[config.mk]
export PLATFORM = sky130hd
export DESIGN_NAME = operand_collector_flat
export DESIGN_NICKNAME = d
export VERILOG_FILES = /design/src/rtl/operand_collector_if.sv /design/src/rtl/operand_collector.sv /design/src/flat_wrapper.sv
export SDC_FILE = /design/constraint.sdc
export NUM_CORES = 1
export LEC_CHECK = 0
export ABC_CLOCK_PERIOD_IN_PS = 2000
export CORE_MARGIN = 2
export CORE_UTILIZATION = 40
export DETAILED_ROUTE_END_ITERATION = 10
export DONT_BUFFER_PORTS = 1
export PLACE_DENSITY_LB_ADDON = 0.05
export SLEW_MARGIN = 20
export SYNTH_ARGS = -nofsm -noshare
export SYNTH_HDL_FRONTEND = slang
export SYNTH_SLANG_ARGS = --single-unit
export TNS_END_PERCENT = 10
[constraint.sdc]
create_clock -name clk -period 2 [get_ports clk]
set_input_delay 0.6 -clock clk [delete_from_list [all_inputs] [get_ports clk]]
set_output_delay 0.6 -clock clk [all_outputs]
set_load 0.005 [all_outputs]
[src/rtl/operand_collector_if.sv]
// Put/bundle handshake bundle for the operand collector.
// The producer drives the master modport and the collector uses the slave modport.
interface operand_collector_if #(
  parameter int unsigned W = 8,
  parameter int unsigned N = 3
);
  localparam int unsigned CW = $clog2(N + 1);

  logic              put_valid;
  logic [W-1:0]      put_data;
  logic              put_ready;
  logic [CW-1:0]     need;
  logic              flush;
  logic              bundle_valid;
  logic              bundle_ack;
  logic [N*W-1:0]    operands;
  logic [CW-1:0]     fill_count;
  logic              done_pulse;
  logic              cfg_err;

  modport master (
    output put_valid, put_data, need, flush, bundle_ack,
    input  put_ready, bundle_valid, operands, fill_count, done_pulse, cfg_err
  );

  modport slave (
    input  put_valid, put_data, need, flush, bundle_ack,
    output put_ready, bundle_valid, operands, fill_count, done_pulse, cfg_err
  );
endinterface

[src/rtl/operand_collector.sv]
// Collects put words into an N-slot operand bundle.
// The bundle is offered under a valid/ack handshake, and a done pulse follows each consumed bundle.
module operand_collector #(
  parameter int unsigned W = 8,
  parameter int unsigned N = 3
) (
  input  logic               clk,
  input  logic               reset,
  operand_collector_if.slave bus
);
  localparam int unsigned CW = $clog2(N + 1);

  typedef enum logic [1:0] {IDLE, FILL, HOLD} state_t;

  state_t         state;
  logic [N*W-1:0] opsQ;
  logic [CW-1:0]  fillQ;
  logic [CW-1:0]  needQ;
  logic           doneQ;
  logic           errQ;
  logic           needLegal;

  assign needLegal = (bus.need >= CW'(1)) && (bus.need <= CW'(N));

  // The bundle stays in slots that are zeroed on every exit path.
  // As a result, slots at or beyond need_q always read 0.
  always_ff @(posedge clk or negedge reset) begin
    if (!reset) begin
      state <= IDLE;
      opsQ  <= '0;
      fillQ <= '0;
      needQ <= '0;
      doneQ <= 1'b0;
      errQ  <= 1'b0;
    end else begin
      doneQ <= 1'b0;
      errQ  <= 1'b0;
      if (bus.flush) begin
        state <= IDLE;
        opsQ  <= '0;
        fillQ <= '0;
        needQ <= '0;
      end else begin
        case (state)
          IDLE: begin
            if (bus.put_valid) begin
              opsQ[W-1:0] <= bus.put_data;
              fillQ       <= CW'(1);
              if (needLegal) begin
                needQ <= bus.need;
                state <= (bus.need == CW'(1)) ? HOLD : FILL;
              end else begin
                needQ <= CW'(N);
                errQ  <= 1'b1;
                state <= (N == 1) ? HOLD : FILL;
              end
            end
          end
          FILL: begin
            if (bus.put_valid) begin
              opsQ[int'(fillQ)*W +: W] <= bus.put_data;
              fillQ <= fillQ + CW'(1);
              if (fillQ + CW'(1) == needQ) state <= HOLD;
            end
          end
          HOLD: begin
            if (bus.bundle_ack) begin
              state <= IDLE;
              opsQ  <= '0;
              fillQ <= '0;
              needQ <= '0;
              doneQ <= 1'b1;
            end
          end
          default: state <= IDLE;
        endcase
      end
    end
  end

  // Ready is gated by reset so the collector refuses words while held in reset.
  assign bus.put_ready    = reset & (state != HOLD) & ~bus.flush;
  assign bus.bundle_valid = (state == HOLD);
  assign bus.operands     = opsQ;
  assign bus.fill_count   = fillQ;
  assign bus.done_pulse   = doneQ;
  assign bus.cfg_err      = errQ;
endmodule
[src/flat_wrapper.sv]
// flat-port wrapper written by rule: the top's interface ports become plain ports
module operand_collector_flat 
#(
  parameter int unsigned W = 8,
  parameter int unsigned N = 3
)
  (clk, reset, bus_put_valid, bus_put_data, bus_need, bus_flush, bus_bundle_ack, bus_put_ready, bus_bundle_valid, bus_operands, bus_fill_count, bus_done_pulse, bus_cfg_err);
  operand_collector_if #(.W(W), .N(N)) bus_i ();
  input  logic clk;
  input  logic reset;
  input wire logic [$bits(bus_i.put_valid)-1:0] bus_put_valid;
  input wire logic [$bits(bus_i.put_data)-1:0] bus_put_data;
  input wire logic [$bits(bus_i.need)-1:0] bus_need;
  input wire logic [$bits(bus_i.flush)-1:0] bus_flush;
  input wire logic [$bits(bus_i.bundle_ack)-1:0] bus_bundle_ack;
  output wire logic [$bits(bus_i.put_ready)-1:0] bus_put_ready;
  output wire logic [$bits(bus_i.bundle_valid)-1:0] bus_bundle_valid;
  output wire logic [$bits(bus_i.operands)-1:0] bus_operands;
  output wire logic [$bits(bus_i.fill_count)-1:0] bus_fill_count;
  output wire logic [$bits(bus_i.done_pulse)-1:0] bus_done_pulse;
  output wire logic [$bits(bus_i.cfg_err)-1:0] bus_cfg_err;
  assign bus_i.put_valid = bus_put_valid;
  assign bus_i.put_data = bus_put_data;
  assign bus_i.need = bus_need;
  assign bus_i.flush = bus_flush;
  assign bus_i.bundle_ack = bus_bundle_ack;
  assign bus_put_ready = bus_i.put_ready;
  assign bus_bundle_valid = bus_i.bundle_valid;
  assign bus_operands = bus_i.operands;
  assign bus_fill_count = bus_i.fill_count;
  assign bus_done_pulse = bus_i.done_pulse;
  assign bus_cfg_err = bus_i.cfg_err;
  operand_collector #(.W(W), .N(N)) u_core (.clk(clk), .reset(reset), .bus(bus_i));
endmodule
# Yosys cells after proc, flatten, opt, wreduce, memory -nomap -nowiden
# Cells that the tools add are included.
# classes
addsub,2
order_cmp,2
n_eq_ne,9
shifts,2
n_mux,30
n_bitwise,3
n_reduce_logical,9
# ops
op,count
$mux 24,3
$neg 5->34,1
$shift 8x34->24 const A,1
$shiftx 8x34->24,1
$pmux 16 s2,1
$mux 2,13
$bwmux 24,1
$pmux 8 s3,1
$pmux 2 s3,2
$ne 3x3->1 const B,3
$mux 8,1
$reduce_and 4->1,2
$mux 1,7
$reduce_and 3->1,2
$reduce_bool 3->1,2
$eq 2x1->1 const B,2
$pmux 2 s2,1
$reduce_bool 4->1,1
$ne 3x2->1 const B,1
$add 2x1->2 const B,1
$and 1x1->1,2
$eq 2x2->1,1
$eq 2x2->1 const B,1
$ge 2x1->1 const B,1
5 further kinds,5
# totals
register_bits,32
out_inout_bits,30
elab_cells,64

# Logic depth before layout (Yosys ltp)
# depth
depth_word,6
mapped_depth,7

# Worst setup path before layout
# Ideal clock, no wire load.
# synth_path
kind,register -> register
startpoint,"register u_core.fillQ[0], in the netlist u_core.bus.fill_count[0]"
endpoint,"register u_core.opsQ[0], in the netlist u_core.bus.operands[0]"
setup_ns,0.066
t_arrival_ns,1.793
path_slack_ns,0.141
stages_incl_launch_ff,8
period_less_slack_ns,1.859
path_cell_list,dfrtp_1 buf_2 inv_1 ha_1 nor4bb_1 a32oi_1 nor3_4 a22o_1
# synth_between
elab_chain_cells,6
elab_cells_between_ends,7
classes_between,add/sub: 1; shift: 2; mux: 4
# synth_rtl
element,line_no,rtl
from (decl),operand_collector.sv:17,logic [CW-1:0] fillQ;
from (signal assigned),operand_collector.sv:62,fillQ <= fillQ + CW'(1);
$neg 5->34 (*),operand_collector.sv:61,opsQ[int'(fillQ)*W +: W] <= bus.put_data;
$shiftx 8x34->24 / $shift 8x34->24 (equally long branches),operand_collector.sv:61,
$bwmux 24 (*),operand_collector.sv:61,
$mux 24 (*),operand_collector.sv:60,if (bus.put_valid) begin
$pmux 8 s3 (*),operand_collector.sv:44,case (state)
$mux 24 (*),operand_collector.sv:38,if (bus.flush) begin
"to (signal, indexed assignment)",operand_collector.sv:47,opsQ[W-1:0] <= bus.put_data;
"to (signal, indexed assignment)",operand_collector.sv:61,
to (decl),operand_collector.sv:16,logic [N*W-1:0] opsQ;
# Every way passes the cells marked *; elsewhere a longest branch is shown, timed or not. The select of a mux whose other input is x is not followed.
# A chain may end at the register's enable or synchronous reset.

# Worst setup path in the final report
# layout_path
startpoint,register u_core.state[0]
endpoint,output bus_put_ready
# layout_between
elab_chain_cells,3
# layout_rtl
element,line_no,rtl
from (decl),operand_collector.sv:15,state_t state;
from (signal assigned),operand_collector.sv:51,state <= (bus.need == CW'(1)) ? HOLD : FILL;
from (signal assigned),operand_collector.sv:55,state <= (N == 1) ? HOLD : FILL;
$ne 2x2->1,operand_collector.sv:82,assign bus.put_ready = reset & (state != HOLD) & ~bus.flush;
$and 1x1->1 (2 in series),operand_collector.sv:82,
to (decl),flat_wrapper.sv:16,output wire logic [$bits(bus_i.put_ready)-1:0] bus_put_ready;
# Every way passes these cells.

==> impl_metrics.env <==
export IMPL_async_flop_share=1.000
export IMPL_vias=1179
export IMPL_grt_max_degree=33
export IMPL_seq_area_frac_synth=0.4716
export IMPL_ys_flop_type="dfrtp_1"
export IMPL_cp_arrival_ns=1.37
export IMPL_synthCells=158
export IMPL_cts_buffer_depth=2
export IMPL_r2r_slack_ns=0.09
export IMPL_wire_per_inst_um=18.00
export IMPL_cts_sinks=32
export IMPL_synth_top_cell_by_area="dfrtp_1"
export IMPL_nets=188
export IMPL_dp_slack_ns=0.06033
export IMPL_rows=23
export IMPL_seq_power_share=0.360
export IMPL_ir_drop_mv=0.6871
export IMPL_firstDrtPassIters=4
export IMPL_worstSetupPathType="register to output pin"
export IMPL_die_area_um2=4782
export IMPL_power_density_nw_per_um2=1220
export IMPL_first_global_vias=1237
export IMPL_worst_slack_ns=0.03433
export IMPL_n_antenna_cell=0
export IMPL_root_buffer="clkbuf_8"
export IMPL_r2r_cells=6
export IMPL_rr_endpoint="u_core.bus.operands[17]$_DFFE_PN0P_"
export IMPL_p_comb_frac=0.367
export IMPL_rsz0062_at_grt="yes"
export IMPL_pin_count=45
export IMPL_viasPerCell=5.433
export IMPL_startpoint_type="register"
export IMPL_grt_usage=0.1722
export IMPL_power_leakage_nw=0.8506
export IMPL_power_switching_share=0.3644
export IMPL_clkTransAtPathRegs_ns=0.07
export IMPL_routabilityCongestion=0.8122
export IMPL_die_w_um=69.15
export IMPL_cap_violations=0
export IMPL_htreeDepth=2
export IMPL_syn_area_per_cell_um2=10.75
export IMPL_core_area_um2=4029
export IMPL_post_route_period_util=0.9828
export IMPL_min_path_type="input pin to asynchronous set/reset pin"
export IMPL_worst_slew_pin_transition_ns=0.4437
export IMPL_antenna_found_initial=0
export IMPL_synth_distinct_cells=42
export IMPL_netlist_area_um2=1698
export IMPL_clock_skew_ns=0.007355
export IMPL_ant_nets=0
export IMPL_synth_warnings=0
export IMPL_synth_area_leaders="dfrtp_1 (47%), mux2i_1 (9.4%), ha_1 (5.2%), inv_1 (5.1%), nand2_1 (4.2%)"
export IMPL_critPathCaptureType="output pin"
export IMPL_initial_utilization=0.4214
export IMPL_cts_made_buffers=5
export IMPL_hold_viol=0
export IMPL_post_route_min_period_ns=1.966
export IMPL_cp_data_required_time_ns=1.40
export IMPL_grt_pass1_wl_um=6403
export IMPL_outcome="complete, no violations"
export IMPL_netSwitchingPower_w=0.0008509
export IMPL_synth_edf_count=0
export IMPL_post_dp_hpwl_um=2819
export IMPL_cts_tree="yes"
export IMPL_grt_overflow_total=0
export IMPL_crit_fanout=8
export IMPL_worst_slew_margin_rel=0.7030
export IMPL_areaGrowthSynthToFinish_pct=12.75
export IMPL_synth_fp_nets=180
export IMPL_slew_violations=0
export IMPL_insertion_delay_ns=0.30
export IMPL_p_clk_frac=0.273
export IMPL_port_buffers=0
export IMPL_setup_viol=0
export IMPL_hold_ws_ns=0.1184
export IMPL_reg2reg_from="u_core.state[1]$_DFFE_PN0P_"
export IMPL_internal_power_w=0.001484
export IMPL_drive_above_1_share=0.1557
export IMPL_drc_errors=0
export IMPL_max_freq_mhz=508.7
export IMPL_ys_ff_latch=32
export IMPL_synth_top_area_share=0.4716
export IMPL_wl_um=3906
export IMPL_first_iter_violations=65
export IMPL_die_h_um=69.15
==> Yosys cell counts (2+ instances only) <==
| cell | instances |
|---|---|
| a21oi_1 | 4 |
| a21oi_4 | 3 |
| a22o_1 | 8 |
| dfrtp_1 | 32 |
| ha_1 | 7 |
| inv_1 | 23 |
| mux2_1 | 2 |
| mux2i_1 | 16 |
| nand2_1 | 19 |
| nand2b_1 | 3 |
| nor2_1 | 5 |
| nor2b_1 | 2 |
| nor3_4 | 2 |
| o21ai_0 | 2 |
| o21ai_1 | 2 |
| or2_1 | 2 |
==> worst max-delay path by stage <==
stage / from / to / slack [ns]
6_report: u_core.state[0]$_DFFE_PN0P_ / bus_put_ready / 0.03
5_1_grt: u_core.state[0]$_DFFE_PN0P_ / bus_put_ready / -0.04
3_3_place_gp: u_core.state[1]$_DFFE_PN0P_ / u_core.bus.operands[12]$_DFFE_PN0P_ / 0.15
3_5_place_dp: u_core.state[1]$_DFFE_PN0P_ / u_core.bus.operands[14]$_DFFE_PN0P_ / 0.06
4_1_cts: u_core.state[0]$_DFFE_PN0P_ / bus_put_ready / 0.01
2_1_floorplan: u_core.bus.fill_count[0]$_DFFE_PN0P_ / u_core.bus.operands[0]$_DFFE_PN0P_ / 0.14
==> kinds of logic after synthesis <==
logic type / share of synthesized area
flip-flops: 0.4716
buffers and inverters: 0.06484
AND/OR/NAND/NOR: 0.1614
adder cells (fa/ha/maj): 0.05158
multiplexers: 0.1076
AO/OA/AOI/OAI: 0.1327
XOR/XNOR: 0.01032
==> state kept, by name (all words and copies together), names as in the netlist <==
name / flops
u_core.needQ: 2
u_core.bus.operands: 24
u_core.bus.fill_count: 2
u_core.bus.done_pulse: 1
u_core.state: 2
u_core.bus.cfg_err: 1
==> cells in the final DEF (no fill, tap or decap), types with 2 or more instances in the layout <==
cell type / n
a21oi_1: 4
a21oi_4: 3
a22o_1: 8
buf_12: 2
buf_4: 2
clkbuf_8: 5
dfrtp_1: 32
ha_1: 6
inv_1: 23
mux2_1: 2
mux2i_1: 16
nand2_1: 19
nand2b_1: 3
nor2_1: 4
nor2b_1: 2
nor3_4: 2
o21ai_0: 2
o21ai_1: 2
==> through the flow <==
step / cells / TNS (ns) / instance area (um2) / util / power, W
floorplan: 158 / 0 / 1698 / - / 0.001494
global placement: 207 / 0 / 1755 / 0.4357 / 0.001658
detailed placement: 207 / 0 / 1755 / 0.4357 / 0.001665
CTS: 216 / 0 / 1892 / 0.4696 / 0.002329
global route: 217 / -0.04785 / 1914 / 0.4752 / 0.002485
finish: 217 / 0 / 1914 / 0.4752 / 0.002335
==> routing by layer <==
layer | track usage | up-vias | part of all wire
met5 | 0 | - | 0
met4 | 0.05229 | 0 | 0.0079
met3 | 0.07164 | 4 | 0.082
met2 | 0.2447 | 44 | 0.44
met1 | 0.2386 | 580 | 0.47
li1 | - | 551 | -
==> critical path: stages (launching register included) <==
cell	delay (ns)
dfrtp_1	0.36
inv_1	0.08
ha_2	0.23
or2_4	0.29
nor2_2	0.11
==> final cells by class <==
type,instances,area (um2)
Inverter,24,90.09
Sequential cell,32,800.8
Fill cell,402,2115
Timing Repair Buffer,4,55.05
Clock inverter,3,42.54
Tap cell,50,62.56
Clock buffer,5,68.82
Multi-Input combinational cell,99,794.5
==> power by group through the flow <==
stage               combinational [W]  clock, W  sequential (W)
floorplan                    0.000667         0        0.000827
global placement             0.000804         0        0.000854
detailed placement           0.000812         0        0.000853
CTS                          0.000843  0.000644        0.000841
global route                 0.000954  0.000678        0.000853
finish                       0.000858  0.000638        0.000840
==> what timing repair did <==
| item | 4_1_cts | 5_1_grt |
|---|---|---|
| setup buffers | 0 | 1 |
| endpoints found under the setup margin | 1 | 9 |
| resized for setup | 2 | 1 |
| hold buffers | 1 | 0 |
| endpoints found under the hold margin | 32 | 0 |
| pin swaps | 0 | 0 |
Power figures use the tool's default switching activity.
==> RTL change 1 (config.mk and constraints unchanged) <==
Re-encode `state_t` (3 states) as one-hot, 3 bits wide.
--- a/src/rtl/operand_collector.sv
+++ b/src/rtl/operand_collector.sv
@@ -11,5 +11,5 @@
   localparam int unsigned CW = $clog2(N + 1);
 
-  typedef enum logic [1:0] {IDLE, FILL, HOLD} state_t;
+  typedef enum logic [2:0] {IDLE = 3'b001, FILL = 3'b010, HOLD = 3'b100} state_t;
 
   state_t         state;
Behaviour: same outputs for any inputs over 10 cycles, from zero or initial values and one cycle with reset low; not proved beyond that.
==> RTL change 1 against the original RTL <==
- wire length is 16% lower
- synthesized area is 13% lower
- sequential cell count is 1 higher
- worst setup slack better by 0.052 ns
- final area is 13% lower
Power is not compared: it rests on default switching activity, and its combinational part moved more than twofold at a synthesized area within 25%.
==> RTL change 1: results (changes against the original RTL) <==
top cells by area in the synthesized netlist=sky130_fd_sc_hd__dfrtp_1 54%, sky130_fd_sc_hd__a22o_1 14%, sky130_fd_sc_hd__ha_1 3.4%, sky130_fd_sc_hd__and4bb_4 2.2%, sky130_fd_sc_hd__dfstp_2 1.8%; maximum fanout count along the critical path=6 (-2); global routing met2 resource utilization=28.4% (+3.9 points); Post-Place Cells=166 (-20%); filler cell count=341 (-15%); met3 track utilization from global routing=6.25% (-0.91 points); run status=complete, no violations; wire length of the first global-routing pass=5310 microns (-17%); pin count of the biggest net entering global routing=35 (+6.1%); arrival time of the worst setup path=1.31 ns (-0.06 ns); average wire per cell in the routed design=18.6 microns (+3.5%); number of nets in the layout=146 (-22%); vias in the first global route=1,061 (-14%); Post-Synth XOR/XNOR Area=1.18% (+0.15 points); cell at the slowest stage of the critical path=sky130_fd_sc_hd__dfstp_2; Mean Syn Cell Area=12.6 sq um (+17%); M1 wire length=1420 microns (-23%); Clock Latency Late Sink=0.28 ns (-0.02 ns); proportion of synthesized chip area in sequential cells=55.7% (+8.5 points); fraction of final layout cells with drive strength greater than 1=23.4% (+7.9 points); global routing usage summed across all routing layers=17.1% (-0.12 points); number of DRC markers after the initial detailed-route iteration=82 (+26%); share of cell area taken by muxes after synthesis=0.758% (-10 points); weighted congestion at the end of routability-driven global placement=0.749 (-7.8%); met2 routed WL=1610 microns (-5.6%)
==> RTL change 1: changes by cell type after synthesis, sizes merged, moves of 2 or more <==
cell,unedited run,this run
or2b,0,2
nand2b,3,1
mux2i,16,0
a21oi,7,4
clkbuf,1,3
inv,24,5
and4bb,0,3
a21o,0,2
ha,7,4
a22o,8,24
nand2,19,4
==> RTL change 1: what timing repair did <==
item | 4_1_cts | 5_1_grt
endpoints found under the hold margin | 0 | 32
endpoints found under the setup margin | 1 | 1
hold buffers | 0 | 1
pin swaps | 0 | 0
gates resized for setup | 2 | 1
buffers inserted | 0 | 1
==> RTL change 1: path summary, 6_finish.rpt <==
kind,startpoint,to,slack [ns],depth (start not counted)
worst max register to register,u_core.bus.fill_count[1],u_core.bus.operands[16],0.21,6
min in group clk,bus_flush,u_core.state[2],0.38,1
worst max-delay path,u_core.state[0],bus_put_ready,0.09,3
max in group asynchronous,reset,u_core.bus.fill_count[0],1.68,1
worst min register to register,u_core.needQ[1],u_core.needQ[1],0.51,1
worst min-delay path,reset,u_core.bus.operands[1],0.15,1
==> RTL change 1: through the flow <==
| step | utilization (%) | power, W |
|---|---|---|
| final | 46.3 | 0.00136 |
| after global routing | 46.3 | 0.00144 |
| after CTS | 45.5 | 0.00136 |
| after detailed placement | 43.1 | 0.000882 |
| after global placement | 43.1 | 0.000879 |
| after floorplan | - | 0.000842 |
==> RTL change 1: cells by family after synthesis <==
kind of cell	count (synthesis)
compound gates	37
xor+xnor	2
fa+ha+maj	4
buf+inv	10
flops	33
mux	1
simple gates	31
==> RTL change 1: final cells by class <==
cell class | instances | share of cell area [%]
clock buffer | 6 | 4.34
clock inverter | 2 | 0.599
inverter | 5 | 1.12
multi-input combinational | 75 | 36.9
sequential | 33 | 49.5
tap | 48 | 3.60
timing repair buffer | 7 | 3.90
==> RTL change 2 (config.mk and constraints unchanged) <==
Without the edit above. `W` is set to 8 in 3 places; all go to 6.
--- a/src/rtl/operand_collector_if.sv
+++ b/src/rtl/operand_collector_if.sv
@@ -2,5 +2,5 @@
 // The producer drives the master modport and the collector uses the slave modport.
 interface operand_collector_if #(
-  parameter int unsigned W = 8,
+  parameter int unsigned W = 6,
   parameter int unsigned N = 3
 );
--- a/src/rtl/operand_collector.sv
+++ b/src/rtl/operand_collector.sv
@@ -2,5 +2,5 @@
 // The bundle is offered under a valid/ack handshake, and a done pulse follows each consumed bundle.
 module operand_collector #(
-  parameter int unsigned W = 8,
+  parameter int unsigned W = 6,
   parameter int unsigned N = 3
 ) (
--- a/src/flat_wrapper.sv
+++ b/src/flat_wrapper.sv
@@ -2,5 +2,5 @@
 module operand_collector_flat 
 #(
-  parameter int unsigned W = 8,
+  parameter int unsigned W = 6,
   parameter int unsigned N = 3
 )
Interface: changed (resized bus_operands and bus_put_data); port bits go from 45 to 37. The function was not compared with the original's and may differ.
==> RTL change 2 against the original RTL <==
- sequential cell count fell by 6
- critical path depth rose by 3
- sequential share of layout area fell by 4.8 points
- wire length fell by 1.4%
- count of clock-buffer cells in the layout fell by 1
- synthesized area fell by 4.3%
- worst setup slack improved by 0.10 ns
- final area fell by 8.2%
- power fell by 12%
- utilization fell by 3.0 points
- critical path type is now flip-flop to flip-flop
==> RTL change 2: results (changes against the original RTL) <==
run status=complete, no violations; Clock Latency Late Sink=0.27 ns (-0.03 ns); switching part of the total=41.1% (+4.7 points); startpoint of the worst-slack reg-to-reg timing path=u_core.bus.fill_count[0]; met3 track utilization from global routing=3.67% (-3.5 points); pin count of the biggest net entering global routing=28 (-15%); GR Util met1=25.3% (+1.4 points); leading post-synthesis cells by instance count=26 x sky130_fd_sc_hd__dfrtp_1, 13 x sky130_fd_sc_hd__nor2_1, 12 x sky130_fd_sc_hd__a22o_1; maximum fanout count along the critical path=21 (+13); vias in the first global route=1,233 (-0.32%); Synth Net Count=182 (+1.1%); global routing usage summed across all routing layers=18.1% (+0.86 points); M1 wire length=1770 microns (-4.2%); Max-Slew Margin vs Limit=63.1% (-7.2 points); static leakage=0.744 nW (-13%); share of synthesized cell area in full adder, half adder and majority cells=5.39% (+0.23 points); cts repair resizes=1 (-1); main combinational cell family by area after synthesis=compound AO/OA/AOI/OAI gates; cell depth of the worst flop-to-flop path=7 (+1); post-placement cell area=1670 sq um (-5.1%); post-synthesis cell count=162 (+2.5%); combinational power=0.00101 W (+18%); top cells by area in the synthesized netlist=sky130_fd_sc_hd__dfrtp_1 40%, sky130_fd_sc_hd__a22o_1 6.5%, sky130_fd_sc_hd__ha_1 5.4%, sky130_fd_sc_hd__nor2_1 3.0%, sky130_fd_sc_hd__a21oi_1 2.8%; arrival time of the worst setup path=2.02 ns (+0.65 ns); post-synthesis compound-gate area fraction=22.2% (+8.9 points); proportion of synthesized chip area in sequential cells=40.0% (-7.1 points); clock power share=17.1% (-10 points)
==> RTL change 2: how the worst max path moves through the flow <==
| stage | slack, ns | endpoint | startpoint | cells past startpoint |
|---|---|---|---|---|
| 2_1_floorplan | 0.11 | u_core.state[0] | u_core.bus.fill_count[0] | 7 |
| 3_3_place_gp | 0.13 | u_core.needQ[1] | u_core.state[0] | 5 |
| 3_5_place_dp | -0.03 | u_core.state[0] | u_core.state[0] | 6 |
| 4_1_cts | 0.01 | bus_put_ready | u_core.state[0] | 3 |
| 5_1_grt | -0.01 | u_core.bus.operands[9] | u_core.state[1] | 6 |
| 6_report | 0.14 | u_core.bus.operands[17] | u_core.bus.fill_count[0] | 7 |
==> RTL change 2: final cells by class <==
| cell class | instances | area, sq um |
|---|---|---|
| flip-flops and latches | 26 | 651 |
| well taps | 50 | 62.6 |
| inverters | 10 | 37.5 |
| clock buffers | 4 | 55.1 |
| repair buffers | 9 | 83.8 |
| fillers | 377 | 2190 |
| multi-input cells | 115 | 867 |
